$ cat src/rtl/rgbled_stream_decoder_pkg.sv
// Shared definitions for the RGB LED stream decoder.
//   RGBLED_WORD_W      : bits per colour word (GRB, 8 bits each)
//   rgbled_dec_state_e : line-state FSM encoding
package rgbled_stream_decoder_pkg;

  localparam int unsigned RGBLED_WORD_W = 24;

  typedef enum logic [1:0] {
    SYNC,
    LOW,
    HIGH
  } rgbled_dec_state_e;

endpackage

$ cat src/rtl/rgbled_stream_decoder_sync.sv
// Two-flop synchroniser for the asynchronous serial input.
// Ports:
//   clk_i : system clock
//   rst_i : synchronous active-high reset
//   d_i   : asynchronous input
//   q_o   : synchronised output (two cycles of latency)
module rgbled_stream_decoder_sync (
  input  logic clk_i,
  input  logic rst_i,
  input  logic d_i,
  output logic q_o
);

  logic s1_q, s2_q;

  always_ff @(posedge clk_i) begin
    if (rst_i) begin
      s1_q <= 1'b0;
      s2_q <= 1'b0;
    end else begin
      s1_q <= d_i;
      s2_q <= s1_q;
    end
  end

  assign q_o = s2_q;

endmodule

$ cat src/rtl/rgbled_stream_decoder.sv
// Decodes a WS2812-style single-wire GRB stream into 24-bit colour words.
// Ports:
//   clk_i        : system clock
//   rst_i        : synchronous active-high reset
//   data_i       : asynchronous serial stream
//   word_o       : decoded word, first-received bit in bit 23
//   word_valid_o : word_o holds an undelivered word
//   word_ready_i : consumer accepts word_o
//   latch_o      : one-cycle pulse when a latch gap ends a frame
//   word_count_o : words completed in the current frame (saturating)
//   err_o        : one-cycle pulse on pulse error or partial word at latch
//   overflow_o   : sticky, a completed word was dropped
//   clear_i      : clears overflow_o
module rgbled_stream_decoder
  import rgbled_stream_decoder_pkg::*;
#(
  parameter int unsigned BitThreshCycles = 18,
  parameter int unsigned GlitchCycles    = 3,
  parameter int unsigned MaxHighCycles   = 45,
  parameter int unsigned ResetCycles     = 1500,
  parameter bit          InvertIn        = 1'b0
) (
  input  logic                     clk_i,
  input  logic                     rst_i,
  input  logic                     data_i,
  output logic [RGBLED_WORD_W-1:0] word_o,
  output logic                     word_valid_o,
  input  logic                     word_ready_i,
  output logic                     latch_o,
  output logic [15:0]              word_count_o,
  output logic                     err_o,
  output logic                     overflow_o,
  input  logic                     clear_i
);

  localparam int unsigned LowW  = $clog2(ResetCycles + 1);
  localparam int unsigned HighW = $clog2(MaxHighCycles + 2);
  localparam int unsigned BitW  = $clog2(RGBLED_WORD_W + 1);

  localparam logic [LowW-1:0]  LowMax    = LowW'(ResetCycles);
  localparam logic [LowW-1:0]  LowGap    = LowW'(ResetCycles - 1);
  localparam logic [HighW-1:0] HighMax   = HighW'(MaxHighCycles + 1);
  localparam logic [HighW-1:0] HighLimit = HighW'(MaxHighCycles);
  localparam logic [HighW-1:0] HighOne   = HighW'(BitThreshCycles);
  localparam logic [HighW-1:0] HighMin   = HighW'(GlitchCycles);
  localparam logic [BitW-1:0]  LastBit   = BitW'(RGBLED_WORD_W - 1);

  logic data_sync, data_s, data_q, rise, fall;

  rgbled_stream_decoder_sync u_sync (
    .clk_i (clk_i),
    .rst_i (rst_i),
    .d_i   (data_i),
    .q_o   (data_sync)
  );

  assign data_s = data_sync ^ InvertIn;
  assign rise   = ~data_q & data_s;
  assign fall   = data_q & ~data_s;

  rgbled_dec_state_e          state_q, state_d;
  logic [LowW-1:0]            low_cnt_q, low_cnt_d;
  logic [HighW-1:0]           high_cnt_q, high_cnt_d;
  logic [BitW-1:0]            bit_cnt_q, bit_cnt_d;
  logic [RGBLED_WORD_W-2:0]   shift_q, shift_d;
  logic [RGBLED_WORD_W-1:0]   word_q, word_d, new_word;
  logic                       valid_q, valid_d;
  logic                       latch_q, latch_d;
  logic                       err_q, err_d;
  logic                       gap_q, gap_d;
  logic [15:0]                wcnt_q, wcnt_d;
  logic                       ovf_q, ovf_d;
  logic                       bit_val, word_done;

  assign bit_val  = (high_cnt_q >= HighOne);
  assign new_word = {shift_q, bit_val};

  always_comb begin
    state_d    = state_q;
    low_cnt_d  = low_cnt_q;
    high_cnt_d = high_cnt_q;
    bit_cnt_d  = bit_cnt_q;
    shift_d    = shift_q;
    word_d     = word_q;
    valid_d    = valid_q;
    latch_d    = 1'b0;
    err_d      = 1'b0;
    gap_d      = 1'b0;
    wcnt_d     = wcnt_q;
    ovf_d      = ovf_q;
    word_done  = 1'b0;

    // Frame count is cleared one cycle after the gap so latch_o sees the final count.
    if (gap_q) wcnt_d = '0;
    if (valid_q && word_ready_i) valid_d = 1'b0;
    if (clear_i) ovf_d = 1'b0;

    unique case (state_q)
      SYNC: begin
        if (data_s) begin
          low_cnt_d = '0;
        end else if (low_cnt_q == LowMax) begin
          state_d = LOW;
        end else begin
          low_cnt_d = low_cnt_q + 1'b1;
        end
      end
      LOW: begin
        if (rise) begin
          state_d    = HIGH;
          // The rise cycle is already the first high cycle of the pulse.
          high_cnt_d = HighW'(1);
        end else if (low_cnt_q != LowMax) begin
          low_cnt_d = low_cnt_q + 1'b1;
          if (low_cnt_q == LowGap) begin
            if (bit_cnt_q != '0) begin
              err_d = 1'b1;
            end else if (wcnt_q != '0) begin
              latch_d = 1'b1;
            end
            bit_cnt_d = '0;
            gap_d     = 1'b1;
          end
        end
      end
      HIGH: begin
        if (high_cnt_q > HighLimit) begin
          err_d     = 1'b1;
          bit_cnt_d = '0;
          low_cnt_d = '0;
          state_d   = SYNC;
        end else if (fall) begin
          if (high_cnt_q >= HighMin) begin
            shift_d = new_word[RGBLED_WORD_W-2:0];
            if (bit_cnt_q == LastBit) begin
              word_done = 1'b1;
              bit_cnt_d = '0;
            end else begin
              bit_cnt_d = bit_cnt_q + 1'b1;
            end
          end
          low_cnt_d = '0;
          state_d   = LOW;
        end else if (high_cnt_q != HighMax) begin
          high_cnt_d = high_cnt_q + 1'b1;
        end
      end
      default: state_d = SYNC;
    endcase

    if (word_done) begin
      if (wcnt_q != 16'hFFFF) wcnt_d = wcnt_q + 16'd1;
      if (!valid_q || word_ready_i) begin
        word_d  = new_word;
        valid_d = 1'b1;
      end else begin
        ovf_d = 1'b1;
      end
    end
  end

  always_ff @(posedge clk_i) begin
    if (rst_i) begin
      data_q     <= 1'b0;
      state_q    <= SYNC;
      low_cnt_q  <= '0;
      high_cnt_q <= '0;
      bit_cnt_q  <= '0;
      shift_q    <= '0;
      word_q     <= '0;
      valid_q    <= 1'b0;
      latch_q    <= 1'b0;
      err_q      <= 1'b0;
      gap_q      <= 1'b0;
      wcnt_q     <= '0;
      ovf_q      <= 1'b0;
    end else begin
      data_q     <= data_s;
      state_q    <= state_d;
      low_cnt_q  <= low_cnt_d;
      high_cnt_q <= high_cnt_d;
      bit_cnt_q  <= bit_cnt_d;
      shift_q    <= shift_d;
      word_q     <= word_d;
      valid_q    <= valid_d;
      latch_q    <= latch_d;
      err_q      <= err_d;
      gap_q      <= gap_d;
      wcnt_q     <= wcnt_d;
      ovf_q      <= ovf_d;
    end
  end

  assign word_o       = word_q;
  assign word_valid_o = valid_q;
  assign latch_o      = latch_q;
  assign err_o        = err_q;
  assign word_count_o = wcnt_q;
  assign overflow_o   = ovf_q;

endmodule

$ cat config.mk
export PLATFORM = sky130hd
export DESIGN_NAME = rgbled_stream_decoder
export DESIGN_NICKNAME = d
export VERILOG_FILES = /design/src/rtl/rgbled_stream_decoder_pkg.sv /design/src/rtl/rgbled_stream_decoder_sync.sv /design/src/rtl/rgbled_stream_decoder.sv
export SDC_FILE = /design/constraint.sdc
export NUM_CORES = 1
export LEC_CHECK = 0
export CORE_ASPECT_RATIO = 0.5
export CORE_MARGIN = 2
export CORE_UTILIZATION = 40
export CTS_CLUSTER_DIAMETER = 40
export DETAILED_ROUTE_END_ITERATION = 10
export PLACE_DENSITY_LB_ADDON = 0.12
export SETUP_SLACK_MARGIN = 0.2
export SKIP_CTS_REPAIR_TIMING = 1
export SLEW_MARGIN = 30
export SYNTH_ARGS = -nofsm -noshare
export SYNTH_HDL_FRONTEND = slang
export SYNTH_SLANG_ARGS = --single-unit
$ cat constraint.sdc
create_clock -name clk_i -period 2.64 [get_ports clk_i]
set_input_delay 0.396 -clock clk_i [delete_from_list [all_inputs] [get_ports clk_i]]
set_output_delay 0.396 -clock clk_i [all_outputs]
set_load 0.01 [all_outputs]
; Word level (Yosys, flattened, before mapping)
; Cells that the tools add are included.
[op_classes]
addsub = 4
reduce_logical = 16
n_bitwise = 8
eq_ne = 20
n_lt_le_gt_ge = 3
n_mux = 48
[ops]
columns = cell, n
row1 = 11-bit 2-to-1 mux, 6
row2 = 16-bit 2-to-1 mux, 3
row3 = 5-bit 2-to-1 mux, 7
row4 = 11-bit one-hot mux with 3 select lines, 1
row5 = 6-bit 2-to-1 mux, 4
row6 = "11-bit == test, second input constant", 2
row7 = 1-bit 2-to-1 mux, 18
row8 = "2-bit inequality test, second input constant", 9
row9 = "16-bit by 1-bit adder with 16-bit output, second input constant", 1
row10 = "16-bit inequality test, second input constant", 1
row11 = 16-bit nonzero test, 1
row12 = 6-bit one-hot mux with 2 select lines, 1
row13 = "11-bit by 1-bit adder with 11-bit output, second input constant", 1
row14 = "11-bit inequality test, second input constant", 1
row15 = 2-bit 2-to-1 mux, 5
row16 = 5-bit one-hot mux with 2 select lines, 1
row17 = 5-bit AND reduction, 2
row18 = 4-bit AND reduction, 2
row19 = "6-bit by 1-bit adder with 6-bit output, second input constant", 1
row20 = "6-bit by 2-bit greater-or-equal comparator with 1-bit output, second input constant", 1
row21 = "6-bit by 5-bit greater-or-equal comparator with 1-bit output, second input constant", 1
row22 = "6-bit greater-than comparator, second input constant", 1
row23 = "3-bit inequality test, second input constant", 2
row24 = "6-bit inequality test, second input constant", 1
row25 = 20 further kinds, 26
[word_totals]
out_inout_bits = 44
regBits = 95
wordCells = 114
in_bits = 5

; Logic depth before layout (Yosys ltp)
[depth]
ltp_word = 7
ltp_mapped = 9

; Cells and area by module
; From an unflattened synthesis, not the netlist that was laid out.
[unflattened]
hier_cells = 523
area_unflattened_um2 = 4490.6
[by_module_without_submodules]
columns = mod, cells_each, n_inst, area_per_inst_um2
row1 = rgbled_stream_decoder, 519, 1, 4438.0
row2 = rgbled_stream_decoder_sync, 4, 1, 52.6

; Worst setup path after synthesis
; Ideal clock, no wire load.
[synth_timing]
kind = reg2reg
start = register high_cnt_q[1]
end = register bit_cnt_q[3]
path_slack_ns = 0.588
required_time_ns = 2.544
t_arrival_ns = 1.956
period_less_slack_ns = 2.052
path_stages_with_launch = 9
n_path_buf = 1
path_cell_list = dfxtp_1 inv_1 ha_1 and4bb_4 o22a_2 buf_6 o21ai_4 or3_4 o41ai_2
[synth_between]
elab_chain_cells = 3
word_cells_on_any_way = 7
[synth_rtl]
columns = element, line
row1 = from (decl), rgbled_stream_decoder.sv:63  ; logic [HighW-1:0] high_cnt_q, high_cnt_d;
row2 = from (signal assigned), rgbled_stream_decoder.sv:181  ; high_cnt_q <= high_cnt_d;
row3 = 6-bit greater-than comparator or 6-bit by 2-bit greater-or-equal comparator with 1-bit output (tied branches), "rgbled_stream_decoder.sv:127, rgbled_stream_decoder.sv:133"
row4 = 3-bit inequality test (no source line) or 5-bit 2-to-1 mux (tied branches), --
row5 = 6-bit AND reduction (no source line) or 5-bit one-hot mux with 2 select lines (tied branches), --
row6 = to (signal assigned), rgbled_stream_decoder.sv:182  ; bit_cnt_q <= bit_cnt_d;
row7 = to (decl), rgbled_stream_decoder.sv:64  ; logic [BitW-1:0] bit_cnt_q, bit_cnt_d;
; Several ways; a longest one is shown, not always the timed one.
; A chain may end at the register's enable or synchronous reset.

; Worst setup path in the final report
[layout_timing]
start = register state_q[0]
end = register wcnt_q[10], in the netlist word_count_o[10]
[layout_between]
elab_chain_cells = 3
[layout_rtl]
columns = element, line
row1 = from (decl), rgbled_stream_decoder.sv:61  ; rgbled_dec_state_e state_q, state_d;
row2 = from (signal assigned), rgbled_stream_decoder.sv:179  ; state_q <= state_d;
row3 = 2-bit == test, rgbled_stream_decoder.sv:98  ; unique case (state_q)
row4 = 1-bit 2-to-1 mux, rgbled_stream_decoder.sv:98
row5 = 16-bit 2-to-1 mux, rgbled_stream_decoder.sv:151  ; if (word_done) begin
row6 = to (signal assigned), rgbled_stream_decoder.sv:189  ; wcnt_q <= wcnt_d;
row7 = to (decl), rgbled_stream_decoder.sv:71  ; logic [15:0] wcnt_q, wcnt_d;
; No other way between the ends.

==> flow_metrics.env <==
export IMPL_final_cell_mix="dfxtp_1 (95), nand2_1 (67), clkdlybuf4s50_1 (47)"
export IMPL_dieArea_mm2=0.0124
export IMPL_dieHeight_um=79.6
export IMPL_worstSkewPairLatency_ns=0.34
export IMPL_synth_cell_types=66
export IMPL_clk_pin_slew_worst_paths_ns=0.07
export IMPL_critical_path_max_stage_delay_ns=0.54
export IMPL_viasPerCell=5.39
export IMPL_synthesis_nets=553
export IMPL_critPathMostFrequentCell="inv_1"
export IMPL_worstPathCellList="inv_1, ha_1, inv_1, o22ai_4, nand2_2, or4_1, a21oi_1"
export IMPL_required_ns=2.91
export IMPL_hold_viol=0
export IMPL_crit_path_start_kind="register"
export IMPL_drive_gt1_share_pct=8.30
export IMPL_gp_congestion=0.826
export IMPL_drt_total_wl_um=10700
export IMPL_drt_iter0_drc=274
export IMPL_ant_nets=0
export IMPL_cp_slowest_cell="or4_1"
export IMPL_fin_nets=592
export IMPL_yosysTopAreaCell="dfxtp_1"
export IMPL_fp_coreArea_mm2=0.0111
export IMPL_syn_avg_cell_area_um2=8.57
export IMPL_area_delta_synth_final_pct=20.4
export IMPL_cp_depth=7
export IMPL_hold_path_class="register to register"
export IMPL_initial_core_util_pct=41.3
export IMPL_timing_hold_ws_ns=0.443
export IMPL_avgRoutedWirePerCell_um=14.8
export IMPL_synth_edf_count=0
export IMPL_synth_async_reset_ratio_pct=0
export IMPL_hp_start="u_sync.s1_q$_SDFF_PP0_"
export IMPL_die_x_um=155
export IMPL_cp_arrival_ns=2.54
export IMPL_setup_viol=0
export IMPL_routed_via_count=3898
export IMPL_cts_tree="done"
export IMPL_ctsLongestPathBuffers=2
export IMPL_dp_hpwl_um=7320
export IMPL_firstDrtPassIters=4
export IMPL_rows=27
export IMPL_max_cap_viol_count=0
export IMPL_power_density_mw_per_mm2=544
export IMPL_status="finished clean"
export IMPL_n_antenna_cell=0
export IMPL_clock_sinks=95
export IMPL_grt_pass1_vias=3667
export IMPL_leakage_nw=2.04
export IMPL_synth_area_leaders="dfxtp_1 (42%), nand2_1 (5.6%), mux2i_1 (5.0%), a21oi_1 (4.9%), ha_1 (3.8%)"
export IMPL_grt_pass1_wl_um=18100
export IMPL_final_common_cell="dfxtp_1"
export IMPL_slew_viol_final=0
export IMPL_synth_area_mm2=0.00458
export IMPL_period_share_pct=85.7
export IMPL_synth_warnings=0
export IMPL_drc=0
export IMPL_min_period_ns=2.26
export IMPL_gr_total_overflow=0
export IMPL_min_path_cells=1
export IMPL_reg2reg_from="state_q[0]$_SDFFE_PP0P_"
export IMPL_cts_buffers=9
export IMPL_ys_ff_latch=95
export IMPL_cts_root_buf="clkbuf_16"
export IMPL_vdd_drop_max_uv=291
export IMPL_worst_pin_slew_ns=0.652
export IMPL_fmax_ghz=0.442
export IMPL_synthCells=534
export IMPL_htreeDepth=3
export IMPL_end_kind="register"
export IMPL_path_max_fanout=12
export IMPL_grtUsageTotal_pct=18.2
export IMPL_startpoint="state_q[0]$_SDFFE_PP0P_"
export IMPL_setup_tns_ns=0
export IMPL_fin_skew_ns=0.0108
export IMPL_antenna_found_initial=0
export IMPL_crit_type="register to register"
export IMPL_synth_top_area_share_pct=41.6
export IMPL_ys_seq_area_share_pct=41.6
export IMPL_reg2regPathDepth=7
export IMPL_cp_top_family="simple AND/OR/NAND/NOR gates"
export IMPL_critPathBufInv=2
export IMPL_grt_max_degree=33
export IMPL_synthFlopType="dfxtp_1"
export IMPL_slew_headroom_pct=55.7
export IMPL_io_buffers=48
export IMPL_ios=49
export IMPL_rsz0062_at_grt="false"
## cell usage after synthesis, types with 2 or more instances
cell type / number
dfxtp_1: 95
o31a_1: 2
nor3b_1: 3
a21oi_1: 45
nand3b_1: 2
nand3_1: 22
nor4b_1: 3
or3_1: 5
nand4b_1: 6
nand2b_1: 5
o211ai_1: 4
and4b_1: 2
o311ai_0: 2
ha_1: 14
a31oi_1: 4
o211a_1: 2
clkbuf_1: 15
buf_2: 12
and3_1: 10
o41ai_1: 3
nor4_1: 9
o21ai_0: 14
o22ai_1: 2
inv_1: 21
a211oi_1: 3
nor2b_1: 5
and4_1: 2
nand3_2: 2
mux2i_1: 23
o31ai_1: 16
nor3_1: 12
o21a_1: 3
and2_1: 6
buf_6: 2
mux2_2: 2
nor2_1: 45
or4_1: 7
xor2_1: 3
nand4_1: 7
nand2_1: 68
## stage by stage
| step | power [mW] | cells | worst slack (ns) | area [µm²] | utilization [%] |
|---|---|---|---|---|---|
| 6_report | 3.00 | 723 | 0.377 | 5510 | 49.7 |
| 4_1_cts | 3.04 | 723 | 0.259 | 5490 | 49.5 |
| 2_1_floorplan | 1.65 | 534 | 0.588 | 4580 | - |
| 3_5_place_dp | 1.70 | 707 | 0.278 | 5180 | 46.7 |
| 5_1_grt | 3.14 | 723 | 0.230 | 5510 | 49.7 |
| 3_3_place_gp | 1.70 | 707 | 0.340 | 5180 | 46.7 |
## metal layers
metal / vias up / GRT usage [%] / wire length [µm]
met2: 89 / 28.8 / 4660
li1: 1998 / - / -
met1: 1804 / 25.2 / 5570
met3: 7 / 4.56 / 410
met5: - / 0 / 0
met4: 0 / 4.31 / 63
## kinds of logic (layout without fill, tap and decap cells)
group           Yosys count  in the layout  synth area share, %
xor+xnor                  4              4                0.766
compound gates          116            116                 17.4
simple gates            229            229                 26.1
mux                      25             25                 5.52
fa+ha+maj                14             14                 3.83
buf+inv                  51             95                 4.84
flops                    95             95                 41.6
## state kept, by name, summed over array words and instances (netlist names), 2 cells and up
signal / flops
low_cnt_q: 11
state_q: 2
shift_q: 23
high_cnt_q: 6
word_count_o: 16
word_o: 24
bit_cnt_q: 5
## worst reg2reg max path: stages (launching register included)
cell,delay [ns]
dfxtp_1,0.33
inv_1,0.10
ha_1,0.33
inv_1,0.16
o22ai_4,0.36
nand2_2,0.25
or4_1,0.54
a21oi_1,0.14
## area by class of cell
cell class	count	area (µm²)
repair buffers	58	563
fillers	1047	5570
well taps	145	181
flip-flops and latches	95	1900
inverters	21	78.8
multi-input cells	388	2480
clock buffers	11	243
clock inverters	5	63.8
## final timing paths
check	endpoint	slack, ns
worst max register to register	word_count_o[10]$_SDFF_PP0_	0.38
worst max-delay path	word_count_o[10]$_SDFF_PP0_	0.38
worst min register to register	u_sync.q_o$_SDFF_PP0_	0.44
worst min-delay path	u_sync.q_o$_SDFF_PP0_	0.44
## power by group
group / switching (mW) / internal (mW) / total, mW
registers: 0.0172 / 1.45 / 1.47
logic: 0.131 / 0.0738 / 0.204
clock network: 0.559 / 0.771 / 1.33
total: 0.707 / 2.29 / 3.00
Power figures use the tool's default switching activity.
